$ cat src/rtl/d_branch_resolver_pkg.sv
// Shared definitions for the D-stage branch resolver.
//   CMP_*       : branch compare op codes carried on cmp_op
//   pht_state_t : 2-bit saturating predictor counter states
//   pht_next()  : counter training step (saturates at both ends)
package d_branch_resolver_pkg;

    localparam int CMP_NONE   = 0;
    localparam int CMP_BEQ    = 1;
    localparam int CMP_BNE    = 2;
    localparam int CMP_BLEZ   = 3;
    localparam int CMP_BGTZ   = 4;
    localparam int CMP_BLTZ   = 5;
    localparam int CMP_BGEZ   = 6;
    localparam int CMP_BLTZAL = 7;
    localparam int CMP_BONALL = 8;

    typedef enum logic [1:0] {
        PHT_SNT = 2'b00,
        PHT_WNT = 2'b01,
        PHT_WT  = 2'b10,
        PHT_ST  = 2'b11
    } pht_state_t;

    function automatic pht_state_t pht_next(input pht_state_t cur, input logic taken);
        pht_state_t nxt;
        nxt = cur;
        case (cur)
            PHT_SNT: nxt = taken ? PHT_WNT : PHT_SNT;
            PHT_WNT: nxt = taken ? PHT_WT  : PHT_SNT;
            PHT_WT:  nxt = taken ? PHT_ST  : PHT_WNT;
            PHT_ST:  nxt = taken ? PHT_ST  : PHT_WT;
            default: nxt = PHT_WNT;
        endcase
        return nxt;
    endfunction

endpackage

$ cat src/rtl/d_branch_resolver_branch_pht.sv
// Pattern history table of 2-bit saturating counters.
//   clk, reset : clock and synchronous active-high reset (all entries -> WNT)
//   rd_idx     : F-stage lookup index
//   rd_taken   : MSB of the addressed counter (combinational, pre-update value)
//   wr_en      : train the counter at wr_idx this cycle
//   wr_idx     : D-stage training index
//   wr_taken   : resolved direction used to train
module branch_pht
    import d_branch_resolver_pkg::*;
#(
    parameter int DEPTH = 16,
    parameter int IDX   = $clog2(DEPTH)
) (
    input  logic           clk,
    input  logic           reset,
    input  logic [IDX-1:0] rd_idx,
    output logic           rd_taken,
    input  logic           wr_en,
    input  logic [IDX-1:0] wr_idx,
    input  logic           wr_taken
);

    pht_state_t entry_state [DEPTH];

    // Every counter is its own register so that reset clears the whole
    // table in a single cycle.
    generate
        for (genvar gi = 0; gi < DEPTH; gi++) begin : g_entry
            pht_state_t entry_reg;

            always_ff @(posedge clk) begin
                if (reset) begin
                    entry_reg <= PHT_WNT;
                end else if (wr_en && (wr_idx == IDX'(gi))) begin
                    entry_reg <= pht_next(entry_reg, wr_taken);
                end
            end

            assign entry_state[gi] = entry_reg;
        end
    endgenerate

    // Reads see the registered state, so a same-cycle write to the same
    // index only becomes visible on the following cycle.
    assign rd_taken = entry_state[rd_idx][1];

endmodule

$ cat src/rtl/d_branch_resolver.sv
// D-stage branch resolver.
//   clk, reset     : clock, synchronous active-high reset
//   f_pc           : F-stage PC, PHT lookup index f_pc[IDX+1:2]
//   f_pred_taken   : predicted direction for the F-stage instruction
//   d_valid        : D-stage holds a real instruction
//   d_stall        : D-stage held; suppresses training and statistics
//   d_pc           : D-stage PC, PHT training index d_pc[IDX+1:2]
//   d_pred_taken   : prediction carried with the D-stage instruction
//   rs_data/rt_data: forwarded operands
//   cmp_op         : branch compare op (CMP_* codes)
//   b_jump         : branch taken
//   flush_check    : BONALL not taken, nullify delay slot
//   mispredict     : resolved direction differs from d_pred_taken
//   stat_branches  : resolved branch count (wraps)
//   stat_mispred   : mispredict count (wraps)
module d_branch_resolver
    import d_branch_resolver_pkg::*;
#(
    parameter int WIDTH     = 32,
    parameter int PHT_DEPTH = 16,
    parameter int OP_BITS   = 4
) (
    input  logic               clk,
    input  logic               reset,
    input  logic [31:0]        f_pc,
    output logic               f_pred_taken,
    input  logic               d_valid,
    input  logic               d_stall,
    input  logic [31:0]        d_pc,
    input  logic               d_pred_taken,
    input  logic [WIDTH-1:0]   rs_data,
    input  logic [WIDTH-1:0]   rt_data,
    input  logic [OP_BITS-1:0] cmp_op,
    output logic               b_jump,
    output logic               flush_check,
    output logic               mispredict,
    output logic [31:0]        stat_branches,
    output logic [31:0]        stat_mispred
);

    localparam int IDX = $clog2(PHT_DEPTH);
    localparam logic [WIDTH-1:0] MIN_NEG = {1'b1, {(WIDTH-1){1'b0}}};

    logic signed [WIDTH-1:0] rs_signed;
    logic [WIDTH-1:0]        bonall_sum;
    logic                    cond;
    logic                    is_op;
    logic                    is_br;
    logic                    update;
    logic [31:0]             stat_branches_reg;
    logic [31:0]             stat_mispred_reg;

    assign rs_signed  = rs_data;
    assign bonall_sum = rs_data + rt_data;

    always_comb begin
        cond  = 1'b0;
        is_op = 1'b1;
        case (cmp_op)
            OP_BITS'(CMP_BEQ):    cond = (rs_data == rt_data);
            OP_BITS'(CMP_BNE):    cond = (rs_data != rt_data);
            OP_BITS'(CMP_BLEZ):   cond = (rs_signed <= 0);
            OP_BITS'(CMP_BGTZ):   cond = (rs_signed > 0);
            OP_BITS'(CMP_BLTZ):   cond = (rs_signed < 0);
            OP_BITS'(CMP_BGEZ):   cond = (rs_signed >= 0);
            OP_BITS'(CMP_BLTZAL): cond = (rs_signed < 0);
            // Two most-negative values also sum to zero mod 2^WIDTH but must
            // not take the branch.
            OP_BITS'(CMP_BONALL): cond = (bonall_sum == '0) &&
                                         !((rs_data == MIN_NEG) && (rt_data == MIN_NEG));
            default:              is_op = 1'b0;
        endcase
    end

    assign is_br       = d_valid && is_op;
    assign b_jump      = is_br && cond;
    assign flush_check = d_valid && (cmp_op == OP_BITS'(CMP_BONALL)) && !b_jump;
    assign mispredict  = is_br && (b_jump != d_pred_taken);
    assign update      = is_br && !d_stall && !reset;

    branch_pht #(
        .DEPTH (PHT_DEPTH),
        .IDX   (IDX)
    ) u_pht (
        .clk      (clk),
        .reset    (reset),
        .rd_idx   (f_pc[IDX+1:2]),
        .rd_taken (f_pred_taken),
        .wr_en    (update),
        .wr_idx   (d_pc[IDX+1:2]),
        .wr_taken (b_jump)
    );

    always_ff @(posedge clk) begin
        if (reset) begin
            stat_branches_reg <= '0;
            stat_mispred_reg  <= '0;
        end else if (update) begin
            stat_branches_reg <= stat_branches_reg + 32'd1;
            if (mispredict) begin
                stat_mispred_reg <= stat_mispred_reg + 32'd1;
            end
        end
    end

    assign stat_branches = stat_branches_reg;
    assign stat_mispred  = stat_mispred_reg;

    // PC bits outside the PHT index carry no information here.
    logic unused_pc_bits;
    assign unused_pc_bits = ^{f_pc[31:IDX+2], f_pc[1:0], d_pc[31:IDX+2], d_pc[1:0]};

endmodule

$ cat config.mk
export PLATFORM = sky130hd
export DESIGN_NAME = d_branch_resolver
export DESIGN_NICKNAME = d
export VERILOG_FILES = /design/src/rtl/d_branch_resolver_pkg.sv /design/src/rtl/d_branch_resolver_branch_pht.sv /design/src/rtl/d_branch_resolver.sv
export SDC_FILE = /design/constraint.sdc
export NUM_CORES = 1
export LEC_CHECK = 0
export ABC_AREA = 1
export BUFFER_PORTS_ARGS = -buffer_cell sky130_fd_sc_hd__clkbuf_2
export CORE_UTILIZATION = 50
export CTS_CLUSTER_SIZE = 14
export DETAILED_ROUTE_END_ITERATION = 8
export PLACE_DENSITY = 0.78
export SLEW_MARGIN = 20
export SYNTH_ARGS = -nofsm -noshare
export SYNTH_HDL_FRONTEND = slang
export SYNTH_SLANG_ARGS = --single-unit
$ cat constraint.sdc
create_clock -name clk -period 3.6 [get_ports clk]
set_clock_uncertainty 0.05 [all_clocks]
set_input_delay 0.72 -clock clk [delete_from_list [all_inputs] [get_ports clk]]
set_output_delay 0.72 -clock clk [all_outputs]
set_load 0.02 [all_outputs]
# After elaboration in Yosys (flattened, before gate mapping)
# Index checks and enable logic that the tools add are counted.
totals:
  word_cells: 178
  ff_bits: 96
op_classes:
  n_addsub: 3
  n_bitwise: 1
  n_lt_le_gt_ge: 5
  muxes: 25
  reduce_logical: 50
  eq_ne: 76
ops:
  columns: ["cell", "count"]
  rows:
  - ["2-bit case mux with 4 select lines", 16]
  - ["32-bit by 1-bit adder with 32-bit output (second input constant)", 2]
  - ["2-bit equality test (second input constant)", 32]
  - ["32-bit equality test (second input constant)", 2]
  - ["4-bit equality test (second input constant)", 9]
  - ["32-bit adder", 1]
  - ["2-bit by 1-bit equality test with 1-bit output (second input constant)", 16]
  - ["32-bit equality test", 1]
  - ["4-bit by 3-bit equality test with 1-bit output (second input constant)", 8]
  - ["32-bit by 1-bit greater-or-equal comparator with 1-bit output (second input constant)", 1]
  - ["32-bit by 1-bit > comparator with 1-bit output (second input constant)", 1]
  - ["32-bit by 1-bit <= comparator with 1-bit output (second input constant)", 1]
  - ["2-bit zero test", 16]
  - ["32-bit zero test", 1]
  - ["32-bit by 1-bit < comparator with 1-bit output (second input constant)", 1]
  - ["32-bit != test", 1]
  - ["1-bit logical AND", 25]
  - ["4-bit by 2-bit equality test with 1-bit output (second input constant)", 4]
  - ["2-bit binary-select mux with 4-bit select", 1]
  - ["4-bit by 1-bit equality test with 1-bit output (second input constant)", 2]
  - ["2-bit two-way mux", 4]
  - ["8-bit OR reduction", 1]
  - ["1-bit case mux with 7 select lines", 1]
  - ["5-bit greater-or-equal comparator (second input constant)", 1]
  - ["other kinds (7)", 12]

# Longest topological paths before layout
depth:
  word_depth: 9
  mapped_depth: 23
  depth_no_buf: 22

# Modules after synthesis
# Synthesis repeated with hierarchy kept, for this count alone.
unflattened:
  cells_unflattened: 1480
  hier_area_um2: 8483.1
by_module_without_submodules:
  columns: ["module", "instances", "cells_per_inst", "area_each_um2", "seq_area_each_um2"]
  rows:
  - ["d_branch_resolver", 1, 1180, 6652.6, 1281.2]
  - ["branch_pht", 1, 300, 1830.5, 640.6]

# Worst setup path before layout
# Ideal clock, no wire load.
synth_path:
  kind: "input -> output"
  from: "input rs_data[0]"
  to: "output mispredict"
  cell_stages: 20
  required_ns: 2.830
  path_buffers: 2
  t_arrival_ns: 3.104
  path_slack_ns: -0.274
  path_cell_list: "ha_1 > inv_1 > fa_1 > inv_1 > nand3_1 > nand3_1 > nand2_1 > nand2_1 > nand2_1 > nand3_1 > nand3_1 > nor2_1 > nand3_1 > nor2_1 > nand3_2 > nand3_1 > buf_4 > buf_4 > nand2_1 > nor2_1"
synth_between:
  elab_chain_len: 8
  elab_cells_between_ends: 16
  classes_between: "1 x add/sub; 4 x order compare; 4 x eq/ne; 1 x mux; 6 x reduce/logical"
synth_rtl:
  columns: ["element", "line", "source"]
  rows:
  - ["start: declaration", "d_branch_resolver.sv:31", "input logic [WIDTH-1:0] rs_data,"]
  - ["parallel branches: the longest is 4 deep, another holds 32-bit adder", null, null]
  - ["1-bit case mux with 7 select lines *", "d_branch_resolver.sv:59", "case (cmp_op)"]
  - ["1-bit logical AND *", "d_branch_resolver.sv:76", "assign b_jump = is_br && cond;"]
  - ["1-bit != test *", "d_branch_resolver.sv:78", "assign mispredict = is_br && (b_jump != d_pred_taken);"]
  - ["1-bit logical AND *", "d_branch_resolver.sv:78", null]
  - ["end: declaration", "d_branch_resolver.sv:36", "output logic mispredict,"]
# Mark *: on every way between the ends.

# Worst setup path after layout
layout_path:
  from: "input rt_data[18]"
  to: "output mispredict"
layout_between:
  elab_chain_len: 8
  elab_cells_between_ends: 12
  classes_between: "1 x add/sub; 4 x eq/ne; 1 x mux; 6 x reduce/logical"
layout_rtl:
  columns: ["element", "line", "source"]
  rows:
  - ["start: declaration", "d_branch_resolver.sv:32", "input logic [WIDTH-1:0] rt_data,"]
  - ["parallel branches: the longest is 4 deep, another holds 32-bit adder", null, null]
  - ["1-bit case mux with 7 select lines *", "d_branch_resolver.sv:59", null]
  - ["1-bit logical AND *", "d_branch_resolver.sv:76", null]
  - ["1-bit != test *", "d_branch_resolver.sv:78", null]
  - ["1-bit logical AND *", "d_branch_resolver.sv:78", null]
# Marked as above.

==> run_results.csv <==
group,metric,value,unit
critical_path,worstPathRequired,2.83,ns
floorplan,chipHeight,131,um
timing,finalSetupViolCount,1,
synth,ys_ff_latch,96,
clock_tree,cts_tree,"done",
clock_tree,cts.sinks,96,
clock_tree,cts_root_buf,"clkbuf_16",
power,internal_power,1890,uW
power,p_clk_share,32.4,%
placement,placed_cell_area,9820,um^2
global_routing,grt_overflow,0,
clock_tree,clk_pin_slew,0.07,ns
job,maxCapViolCount,0,
power,p_per_area,260,nW/um^2
synth,synth_edf_count,0,
floorplan,core,16100,um^2
routing,avgViaCountPerCell,5.22,
synth,syn-num-nets,1636,
synth,netlist_area,8370,um^2
power,pwr-share-seq,37.7,%
synth,syn_inst,1465,
cells_and_area,instances_no_fill,1896,
synth,yosys-top-cells-area,"dfxtp_1 (23%), nand2_1 (20%), inv_1 (11%)",
placement,globalplace.congestion,0.944,
synth,async_flop_share,0,%
clock_tree,ctsHoldBuffers,0,
clock_tree,cts_buffers,9,
clock_tree,cts_buffer_depth,2,
clock_tree,clock_latency,0.34,ns
global_routing,grt_max_degree,72,
global_routing,first_global_vias,8588,
power,combPwrFrac,29.9,%
synth,synth_seq_area_share,23.0,%
timing,finalHoldViolCount,0,
placement,placedCellCount,1873,
floorplan,start_util,51.9,%
floorplan,num_rows,46,
routing,drt_wl_total,24500,um
run_status,run_status,"finished, violations left",
timing,finalMaxSlewViolations,0,
cells_and_area,fin_area,10900,um^2
power,p_sw,936,uW
synth,yosysUniqueCellTypes,44,
cells_and_area,diodes,0,
synth,yosys_warnings,0,
routing,drt_iter0_drc,760,
synth,synth.most_common_cell,"nand2_1",
routing,routedWlPerCell,12.9,um
routing,antenna_left,0,
routing,drc_errors,0,
placement,dp_hpwl,18500,um
global_routing,grt_first_pass_wirelength,39700,um
timing,worst_slew_pin_slew,0.868,ns
floorplan,io-pin-count,205,
power,swShare,33.1,%
synth,synthTopCellsByCount,"nand2_1 (453), inv_1 (248), nor2_1 (166)",
timing,period_share,101,%
timing,rsz0062_at_grt,"yes",
power,total_leakage_power,0.00517,uW
synth,synthFlopType,"dfxtp_1",
critical_path,worstSetupPathType,"input port to output pin",
routing,drtPass1Iterations,5,
synth,yosysTopAreaCellShare,23.0,%
critical_path,start_kind,"input port",
synth,syn_avg_cell_area,5.71,um^2
critical_path,critPathArrivalTime,2.86,ns
timing,layout_min_cycle_time,3.63,ns
power,total_power,2820,uW
placement,portBuffers,148,
critical_path,cp_max_fo,5,
placement,dp_slack,-0.219,ns
cells_and_area,synthToLayoutAreaGrowth,29.7,%
run_status,violations,"negative setup slack",
power,peakVddDrop,247,uV
critical_path,critical_path.endpoint_type,"output pin",
floorplan,die_area,17300,um^2
floorplan,die_x,131,um
clock_tree,htreeDepth,3,
cells_and_area,fin_nets,1846,
timing,setup_slack,-0.0278,ns
cells_and_area,drive_above_1_share,23.8,%
timing,relSlewSlack,42.1,%
timing,fin_setup_tns,-0.0278,ns
synth,yosysTopAreaCell,"dfxtp_1",
cells_and_area,fill_cells,1443,
timing,max_clock_freq,0.276,GHz
worst_hold_path,hp-class,"flip-flop to flip-flop",
routing,vias,9903,
global_routing,grtUsageTotal,27.3,%
global_routing,antenna_found_initial,0,
==> routing by layer <==
| metal | track usage (%) | part of all wire [%] | vias to the layer above |
|---|---|---|---|
| met4 | 5.75 | 1.7 | 0 |
| met5 | 0 | 0 | - |
| met2 | 46.5 | 47 | 318 |
| li1 | - | - | 5096 |
| met3 | 3.78 | 5.8 | 31 |
| met1 | 36.5 | 45 | 4458 |
==> final timing paths <==
kind	depth (start not counted)	startpoint	slack, ns	endpoint
worst max register to register	11	stat_mispred[0]	1.10	stat_mispred[25]
worst min-delay path	2	u_pht.g_entry[15].entry_reg[1]	0.42	u_pht.g_entry[15].entry_reg[1]
worst max-delay path	19	rt_data[18]	-0.03	mispredict
worst min register to register	2	u_pht.g_entry[15].entry_reg[1]	0.42	u_pht.g_entry[15].entry_reg[1]
==> placed cells by master (no fill, tap or decap), types with 39 or more instances in the layout <==
master      n
nor2_1    145
nand4_1    63
clkbuf_2  142
a21oi_1    93
inv_1     238
dfxtp_1    96
nand3_1    75
buf_4      82
nand2_1   416
nor3_1     39
==> timing repair <==
item,CTS,global route
pin swaps,20,35
gates cloned,0,0
endpoints found under the setup margin,3,10
gates resized for setup,44,113
endpoints found under the hold margin,0,0
buffers inserted,1,6
==> area by class of cell <==
cell class	instances	area [um^2]	share of cell area, %
Multi-Input combinational cell	1090	6050	55.7
Timing Repair Buffer	229	1410	13.0
Clock buffer	11	233	2.14
Sequential cell	96	1920	17.7
Clock inverter	5	42.5	0.392
Tap cell	216	270	2.49
Inverter	249	935	8.61
==> per-stage QoR <==
step	util (%)	hold WS, ns
2_1_floorplan	-	0.393
3_3_place_gp	60.9	0.401
3_5_place_dp	60.9	0.406
4_1_cts	64.4	0.417
5_1_grt	67.4	0.447
6_report	67.4	0.416
==> power by group through the flow <==
stage               combinational (uW)  sequential (uW)  clock [uW]
detailed placement                 685             1090           0
global route                       927             1070         962
CTS                                731             1070         927
floorplan                          429             1090           0
global placement                   677             1090           0
finish                             844             1070         914
==> kinds of logic (layout without fill, tap and decap cells) <==
kind of cell / Yosys count / in the layout / share of synthesized area, %
AND/OR/NAND/NOR: 861 / 861 / 44.8
buffers and inverters: 279 / 494 / 13.0
AO/OA/AOI/OAI: 159 / 159 / 10.3
flip-flops: 96 / 96 / 23.0
XOR/XNOR: 36 / 36 / 3.77
adder cells (fa/ha/maj): 34 / 34 / 5.17
==> critical path: stages <==
cell and delay, ns:
clkbuf_2 0.11, ha_4 0.30, nand2_2 0.08, buf_4 0.14, nor2_1 0.14, nand2_1 0.12
nor3_1 0.14, nand2_1 0.09, nand3_1 0.09, nand2_1 0.06, nor2_1 0.12, nand2_1 0.08
nor2_2 0.12, nand3_2 0.12, nand2_4 0.14, nand2_4 0.06, nand2_4 0.06, nor2_4 0.04
buf_8 0.12
Power figures use the tool's default switching activity.
